===== src/rtl/vedic_mac_accum.sv =====
// vedic_mac_accum: sums len products from prod_valid/prod_ready, returns the sum on res_valid/res_ready with sticky carry ovf and busy
module vedic_mac_accum #(
  parameter int PROD_W = 8,
  parameter int ACC_W  = 16,
  parameter int CNT_W  = 4
) (
  input  logic              clk,
  input  logic              rst_n,
  input  logic              start,
  input  logic [CNT_W-1:0]  len,
  input  logic              prod_valid,
  input  logic [PROD_W-1:0] prod_data,
  output logic              prod_ready,
  output logic              res_valid,
  output logic [ACC_W-1:0]  res_data,
  input  logic              res_ready,
  output logic              ovf,
  output logic              busy
);
  typedef enum logic [1:0] {IDLE, ACCUM, DONE} state_t;
  state_t state, state_n;
  logic [ACC_W-1:0] acc;
  logic [CNT_W-1:0] remaining;
  logic [ACC_W:0] sum;
  logic xfer;
  assign prod_ready = state == ACCUM;
  assign res_valid = state == DONE;
  assign busy = state != IDLE;
  assign res_data = acc;
  assign xfer = prod_valid && prod_ready;
  assign sum = {1'b0, acc} + (ACC_W + 1)'(prod_data);
  always_comb begin
    state_n = state;
    if (state == IDLE)
      state_n = start ? (len == '0 ? DONE : ACCUM) : IDLE;
    else if (state == ACCUM)
      state_n = (xfer && remaining == CNT_W'(1)) ? DONE : ACCUM;
    else
      state_n = res_ready ? IDLE : DONE;
  end
  always_ff @(posedge clk or negedge rst_n) begin
    if (!rst_n) begin
      state <= IDLE;
      acc <= '0;
      remaining <= '0;
      ovf <= 1'b0;
    end else begin
      state <= state_n;
      if (state == IDLE && start) begin
        acc <= '0;
        ovf <= 1'b0;
        remaining <= len;
      end else if (xfer) begin
        acc <= sum[ACC_W-1:0];
        ovf <= ovf | sum[ACC_W];
        remaining <= remaining - CNT_W'(1);
      end
    end
  end
endmodule


===== config.mk =====
export PLATFORM = sky130hd
export DESIGN_NAME = vedic_mac_accum
export DESIGN_NICKNAME = d
export VERILOG_FILES = /design/src/rtl/vedic_mac_accum.sv
export SDC_FILE = /design/constraint.sdc
export NUM_CORES = 1
export LEC_CHECK = 0
export BUFFER_PORTS_ARGS = -buffer_cell sky130_fd_sc_hd__buf_2
export CAP_MARGIN = 20
export CORE_UTILIZATION = 40
export DETAILED_ROUTE_END_ITERATION = 10
export GPL_ROUTABILITY_DRIVEN = 1
export PLACE_DENSITY = 0.66
export SYNTH_ARGS = -nofsm -noshare
export SYNTH_HDL_FRONTEND = slang
export SYNTH_SLANG_ARGS = --single-unit

===== constraint.sdc =====
create_clock -name clk -period 2.05 [get_ports clk]
set_clock_uncertainty 0.15 [all_clocks]
set_input_delay 0.615 -clock clk [delete_from_list [all_inputs] [get_ports clk]]
set_output_delay 0.615 -clock clk [all_outputs]
set_load 0.01 [all_outputs]

==> flow_summary_export.csv, run 1 <==
group,metric,value,unit
run_status,status,"complete, no violations",
sta,slew_headroom,64.0,%
clock_tree,cts_sinks,23,
cells_and_area,fillers,306,
grt,grt_pass1_vias,1314,
cells_and_area,instances_no_fill,257,
worst_setup_path,cp-start-kind,"register",
clock_tree,insertion_delay,320,ps
clock_tree,numCtsBuffers,3,
route,viasPerCell,5.38,
route,drc,0,
place,place_area,0.00179,sq mm
synth,syn-cell-area,0.00140,sq mm
floorplanning,die_area,0.00373,sq mm
worst_setup_path,r2r_slack,3,ps
power_and_ir_drop,vdd_drop_max,0.571,mV
clock_tree,clockRootBuffer,"clkbuf_4",
synth,synthTopCellsByArea,"dfrtp_1 (41%), ha_1 (9.0%), o21ai_0 (5.4%), nand2_1 (5.1%), o211ai_1 (3.8%)",
sta,rsz0062_at_grt,"true",
route,ant_nets,0,
synth,synth_largest_area_cell,"dfrtp_1",
route,dr.pass1.iters,4,
sta,worstMarginPinSlew,540,ps
place,dpl.cell_count,241,
sta,report.final.slew_viol_count,0,
grt,grt_max_degree,24,
grt,grt_pass1_wl,5890,um
power_and_ir_drop,p_per_area,1300,mW/mm^2
route,vias,1383,
cells_and_area,fin_area,0.00199,sq mm
place,io_buffers,36,
sta,period_needed,2050,ps
sta,finalCritPeriodShare,99.9,%
cells_and_area,syn_to_final_growth,42.8,%
cells_and_area,postLayoutCoreUtil,59.8,%
route,totalWireLength,3700,um
worst_setup_path,r2r-end,"res_data[14]$_DFFE_PN0P_",
worst_setup_path,critPathRequiredTime,2130,ps
synth,synth_top_area_share,41.2,%
synth,synth_cell_type_count,35,
clock_tree,clk_pin_slew,130,ps
synth,syn_nets,177,
flow_run,max-cap-violations,0,
clock_tree,htree_levels,1,
cells_and_area,drive_gt1_share,41.2,%
worst_setup_path,crit_arrival,2130,ps
grt,antenna_found_initial,0,
floorplanning,core-area,0.00334,sq mm
place,globalplace.congestion,0.849,
sta,fmax,0.489,GHz
sta,setup_violations,0,
power_and_ir_drop,leakage,0.929,nW
synth,ys_ff_latch,23,
floorplanning,die_y,61.1,um
clock_tree,clockBufferDepth,2,
grt,track_usage,21.1,%
floorplanning,start_util,41.8,%
cells_and_area,nets,240,
floorplanning,die_x,61.1,um
worst_setup_path,criticalPathCategory,"register to register",
worst_setup_path,reg2reg_depth,8,
clock_tree,cts_hold_buf,0,
clock_tree,cts_tree,"done",
worst_setup_path,end_kind,"register",
place,dp_hpwl,2700,um
synth,yosysSeqAreaShare,41.2,%
floorplanning,rows,21,
grt,grt-ovfl-total,0,
sta,hold_violations,0,
floorplanning,ios,37,
synth,netlist_instances,149,
min_path,hp-class,"input port to asynchronous set/reset pin",
synth,avgSynthCellArea,9.37,sq um
synth,ys_warn_count,0,
worst_setup_path,r2r-start,"res_data[0]$_DFFE_PN0P_",
cells_and_area,diodes,0,
route,wl_per_cell,14.4,um
worst_setup_path,path_max_fanout,5,
route,drt_iter0_markers,75,
## cells in the mapped netlist
library cell,instances
or2_2,1
nand2_1,19
o21bai_1,1
nand3b_4,1
a21oi_1,9
o21a_1,1
a21o_1,2
ha_1,10
buf_2,2
or4_1,1
o211ai_2,2
nor2b_1,1
or3_1,3
a22o_1,2
inv_1,6
nor2_2,1
xnor2_1,3
o22ai_1,1
o211ai_1,7
a221o_1,2
a211oi_1,2
nor3_1,2
nor2_1,9
and2_1,2
fa_1,1
nand4_1,1
xor2_1,3
a31oi_2,1
dfrtp_1,23
clkbuf_1,2
o21ai_0,15
a32oi_1,1
nand3_1,5
nor4_1,1
o31ai_1,6
## routing by layer
layer  global-route usage [%]  routed length [um]  vias up
li1                         -                   -      669
met1                     27.9                1650      672
met2                     36.5                1820       35
met3                     2.73                 167        7
met4                     5.84                  56        0
met5                        0                   0        -
## flip-flops by register name, summed over array words and instances (netlist names)
register / cells
res_data: 16
remaining: 4
state: 2
ovf: 1
## stage by stage
step,power (mW),hold slack (ps),setup slack (ps),TNS (ps)
floorplan,1.61,169,-116,-533
global placement,2.01,314,-291,-3070
detailed placement,2.07,336,-357,-3830
CTS,2.39,119,-5.92,-11.6
global route,2.78,123,-112,-646
finish,2.59,98.1,3.01,0
## area by class of cell
cell class	instances	area [sq um]	area share (%)
repair buffers	62	389	19.5
clock buffers	4	26.3	1.32
well taps	46	57.6	2.89
multi-input cells	116	923	46.3
flip-flops and latches	23	576	28.9
inverters	6	22.5	1.13
## how the worst max path moves through the flow
stage                            start                  endpoint  slack, ps
2_1_floorplan             prod_data[0]  res_data[14]$_DFFE_PN0P_       -120
3_3_place_gp              prod_data[0]  res_data[14]$_DFFE_PN0P_       -290
3_5_place_dp              prod_data[0]  res_data[14]$_DFFE_PN0P_       -360
4_1_cts        res_data[0]$_DFFE_PN0P_  res_data[14]$_DFFE_PN0P_         -6
5_1_grt        res_data[0]$_DFFE_PN0P_  res_data[12]$_DFFE_PN0P_       -110
6_report       res_data[0]$_DFFE_PN0P_  res_data[14]$_DFFE_PN0P_          3
## timing repair
action | 4_1_cts | 5_1_grt
setup buffers | 4 | 7
gates cloned | 1 | 0
pin swaps | 13 | 6
endpoints found under the setup margin | 8 | 9
resized for setup | 5 | 11
## placed cells by master, fill, tap and decap left out, types with 2 or more instances in the layout
cell type  instances
o211ai_1           7
a21o_1             2
xor2_1             3
o21ai_0           12
xnor2_1            3
a22o_1             2
ha_1               5
a211oi_4           2
nand3_1            5
a221o_1            2
nand2_1           19
buf_2             37
clkbuf_4           3
buf_4             23
dfrtp_1           23
or3_1              2
a21oi_2            4
nor2_1             9
and2_1             2
o31ai_1            6
inv_1              6
a21oi_1            5
ha_4               5
o21ai_1            3
## power breakdown
part           internal (mW)  switching [mW]
clock                 0.0764           0.147
sequential             0.591           0.143
combinational          0.814           0.822
## logic make-up after synthesis
family | after synthesis | synth area share [%]
AOI/OAI and AO/OA | 52 | 25.3
xor gates and xnor gates | 6 | 3.76
adders and majority gates | 11 | 10.4
buffers and inverters | 10 | 2.87
DFF | 23 | 41.2
and+or+nand+nor | 47 | 16.5
## critical path, stage by stage (launching register included)
cell and delay, ps:
dfrtp_1 450, ha_4 190, fa_2 380, a211oi_4 260, nor3_2 80, o22ai_2 140
buf_6 140, or3_4 110, a21oi_2 40
(Power assumes the default switching activity.)
==> inputs of run 2 (changes only) <==
--- a/config.mk
+++ b/config.mk
@@ -8,6 +8,7 @@
 export BUFFER_PORTS_ARGS = -buffer_cell sky130_fd_sc_hd__buf_2
 export CAP_MARGIN = 20
 export CORE_UTILIZATION = 40
+export CTS_BUF_LIST = sky130_fd_sc_hd__clkbuf_8
 export DETAILED_ROUTE_END_ITERATION = 10
 export GPL_ROUTABILITY_DRIVEN = 1
 export PLACE_DENSITY = 0.66
==> run 2 against run 1 <==
Net effect: sequential cell count did not move; core utilization fell by 0.52 points; combinational power fell by 4%; via count rose by 0.29%; sequential power rose by 0.7%; non-clock buffer count fell by 5; worst setup slack improved by 6.8 ps; final cell count fell by 1.9%; total power rose by 0.38%; routed wire length fell by 0.68%; clock power rose by 26%; die area did not move; critical path type is now input port to register; critical endpoint unchanged.
==> flow_summary_export.csv, run 2 (synthesis results as in run 1) <==
group,metric,value,unit
power_and_ir_drop,combPwrFrac,60.9,%
grt,track_usage,20.8,%
worst_setup_path,crit_slowest_cell,"ha_1",
floorplanning,core-area,0.00334,sq mm
grt,antenna_found_initial,0,
grt,met3_usage,3.36,%
place,dp_hpwl,2700,um
sta,report.final.slew_viol_count,0,
clock_tree,numCtsBuffers,3,
sta,slew_headroom,65.0,%
power_and_ir_drop,leakage,0.917,nW
sta,fin_ws,9.80,ps
route,drc,0,
cells_and_area,diodes,0,
sta,fin_tns_setup,0,ps
grt,busiest_layer,"met2",
route,wl_per_cell,14.6,um
cells_and_area,final_cell_mix,"buf_2 (36), dfrtp_1 (23), nand2_1 (19)",
clock_tree,clockRootBuffer,"clkbuf_8",
clock_tree,cts_hold_buf,0,
sta,finalCritPeriodShare,99.5,%
power_and_ir_drop,p_seq_share,28.4,%
floorplanning,start_util,41.8,%
floorplanning,die_x,61.1,um
grt,grtUsageMet2,35.4,%
clock_tree,htree_levels,1,
grt,grt-ovfl-total,0,
grt,grt_max_degree,24,
worst_setup_path,path_buf_inv,2,
worst_setup_path,crit_arrival,2090,ps
route,drt_iter0_markers,47,
clock_tree,cts_sinks,23,
place,io_buffers,36,
grt,grt_pass1_wl,5830,um
route,vias,1387,
cells_and_area,drive_gt1_share,39.3,%
min_path,hp-class,"input port to asynchronous set/reset pin",
floorplanning,die_y,61.1,um
route,viasPerCell,5.50,
worst_setup_path,criticalPathCategory,"input port to register",
worst_setup_path,path_max_fanout,5,
place,pre_cts_slack,-357,ps
worst_setup_path,cp-start-kind,"input port",
sta,rsz0062_at_grt,"true",
grt,use_met1,27.0,%
clock_tree,insertion_delay,260,ps
worst_setup_path,max_stage_delay,340,ps
power_and_ir_drop,p_per_area,1320,mW/mm^2
cells_and_area,syn_to_final_growth,41.6,%
route,dr.pass1.iters,4,
floorplanning,ios,37,
cells_and_area,nets,235,
power_and_ir_drop,p_int,1.50,mW
worst_setup_path,critPathTopFamily,"simple AND/OR/NAND/NOR gates",
sta,setup_violations,0,
cells_and_area,fillers,301,
cells_and_area,largest_register_ffs,16,
sta,worstMarginPinSlew,525,ps
sta,fmax,0.490,GHz
floorplanning,die_area,0.00373,sq mm
clock_tree,cts_tree,"done",
floorplanning,rows,21,
power_and_ir_drop,vdd_drop_max,0.575,mV
worst_setup_path,end_kind,"register",
sta,hold_violations,0,
power_and_ir_drop,switching_share,42.5,%
power_and_ir_drop,pwr-share-clk,10.7,%
worst_setup_path,critPathRequiredTime,2100,ps
clock_tree,clockBufferDepth,2,
route,ant_nets,0,
cells_and_area,final_common_cell,"buf_2",
flow_run,max-cap-violations,0,
route,totalWireLength,3670,um
power_and_ir_drop,power.switching,1.11,mW
grt,grt_pass1_vias,1332,
sta,period_needed,2040,ps
worst_setup_path,cp_cell_sequence,"buf_2 > ha_1 > nand2_1 > nor3_2 > o22ai_2 > buf_6 > or3_1 > a21oi_1",
place,globalplace.congestion,0.849,
clock_tree,clk_pin_slew,80,ps
run_status,status,"complete, no violations",
run 2: cell count changes in the layout (fill, tap and decap cells not counted), sizes merged:
cell | before | now
buf | 62 | 57
clkbuf | 4 | 3
inv | 6 | 7
run 2: per-stage QoR:
| stage | total power, mW | cells | hold WS, ps | instance area [sq um] | util, % |
|---|---|---|---|---|---|
| final | 2.60 | 252 | 168 | 1980 | 59.2 |
| after global routing | 2.80 | 252 | 197 | 1980 | 59.2 |
| after CTS | 2.47 | 251 | 191 | 1900 | 57.1 |
| after detailed placement | 2.07 | 241 | 336 | 1790 | 53.8 |
| after global placement | 2.01 | 241 | 314 | 1790 | 53.8 |
| after floorplan | 1.61 | 149 | 169 | 1470 | - |
run 2: metal layers:
metal / wire, um / vias up
met5: 0 / -
met4: 73 / 0
met3: 168 / 12
met2: 1820 / 42
met1: 1620 / 671
li1: - / 662
run 2: area by class of cell:
| class | instances | area [sq um] | share of cell area [%] |
|---|---|---|---|
| Timing Repair Buffer | 57 | 357 | 18.0 |
| Clock buffer | 3 | 41.3 | 2.09 |
| Clock inverter | 1 | 3.75 | 0.190 |
| Tap cell | 46 | 57.6 | 2.91 |
| Sequential cell | 23 | 576 | 29.1 |
| Inverter | 6 | 22.5 | 1.14 |
| Multi-Input combinational cell | 116 | 920 | 46.5 |
run 2: power by group through the flow:
| stage | clock network, mW | logic (mW) | registers (mW) |
|---|---|---|---|
| after CTS | 0.286 | 1.45 | 0.734 |
| after global routing | 0.304 | 1.73 | 0.758 |
| after detailed placement | 0 | 1.33 | 0.740 |
| after floorplan | 0 | 0.849 | 0.761 |
| final | 0.280 | 1.58 | 0.739 |
| after global placement | 0 | 1.28 | 0.729 |
run 2: what timing repair did:
action | in CTS | in global routing
buffers inserted | 7 | 0
endpoints found under the hold margin | 0 | 0
pin swaps | 12 | 13
endpoints found under the setup margin | 10 | 10
gates resized for setup | 6 | 15
cloned | 0 | 1
run 2: path summary, 6_finish.rpt:
check | from | end | slack, ps | depth (start not counted)
max in group asynchronous | rst_n | remaining[3]$_DFFE_PN0P_ | 1230 | 1
worst max-delay path | prod_data[5] | res_data[14]$_DFFE_PN0P_ | 10 | 8
worst min-delay path | rst_n | ovf$_DFFE_PN0P_ | 170 | 1
min in group clk | ovf$_DFFE_PN0P_ | ovf$_DFFE_PN0P_ | 350 | 2
worst max register to register | res_data[0]$_DFFE_PN0P_ | res_data[14]$_DFFE_PN0P_ | 20 | 8
worst min register to register | ovf$_DFFE_PN0P_ | ovf$_DFFE_PN0P_ | 350 | 2
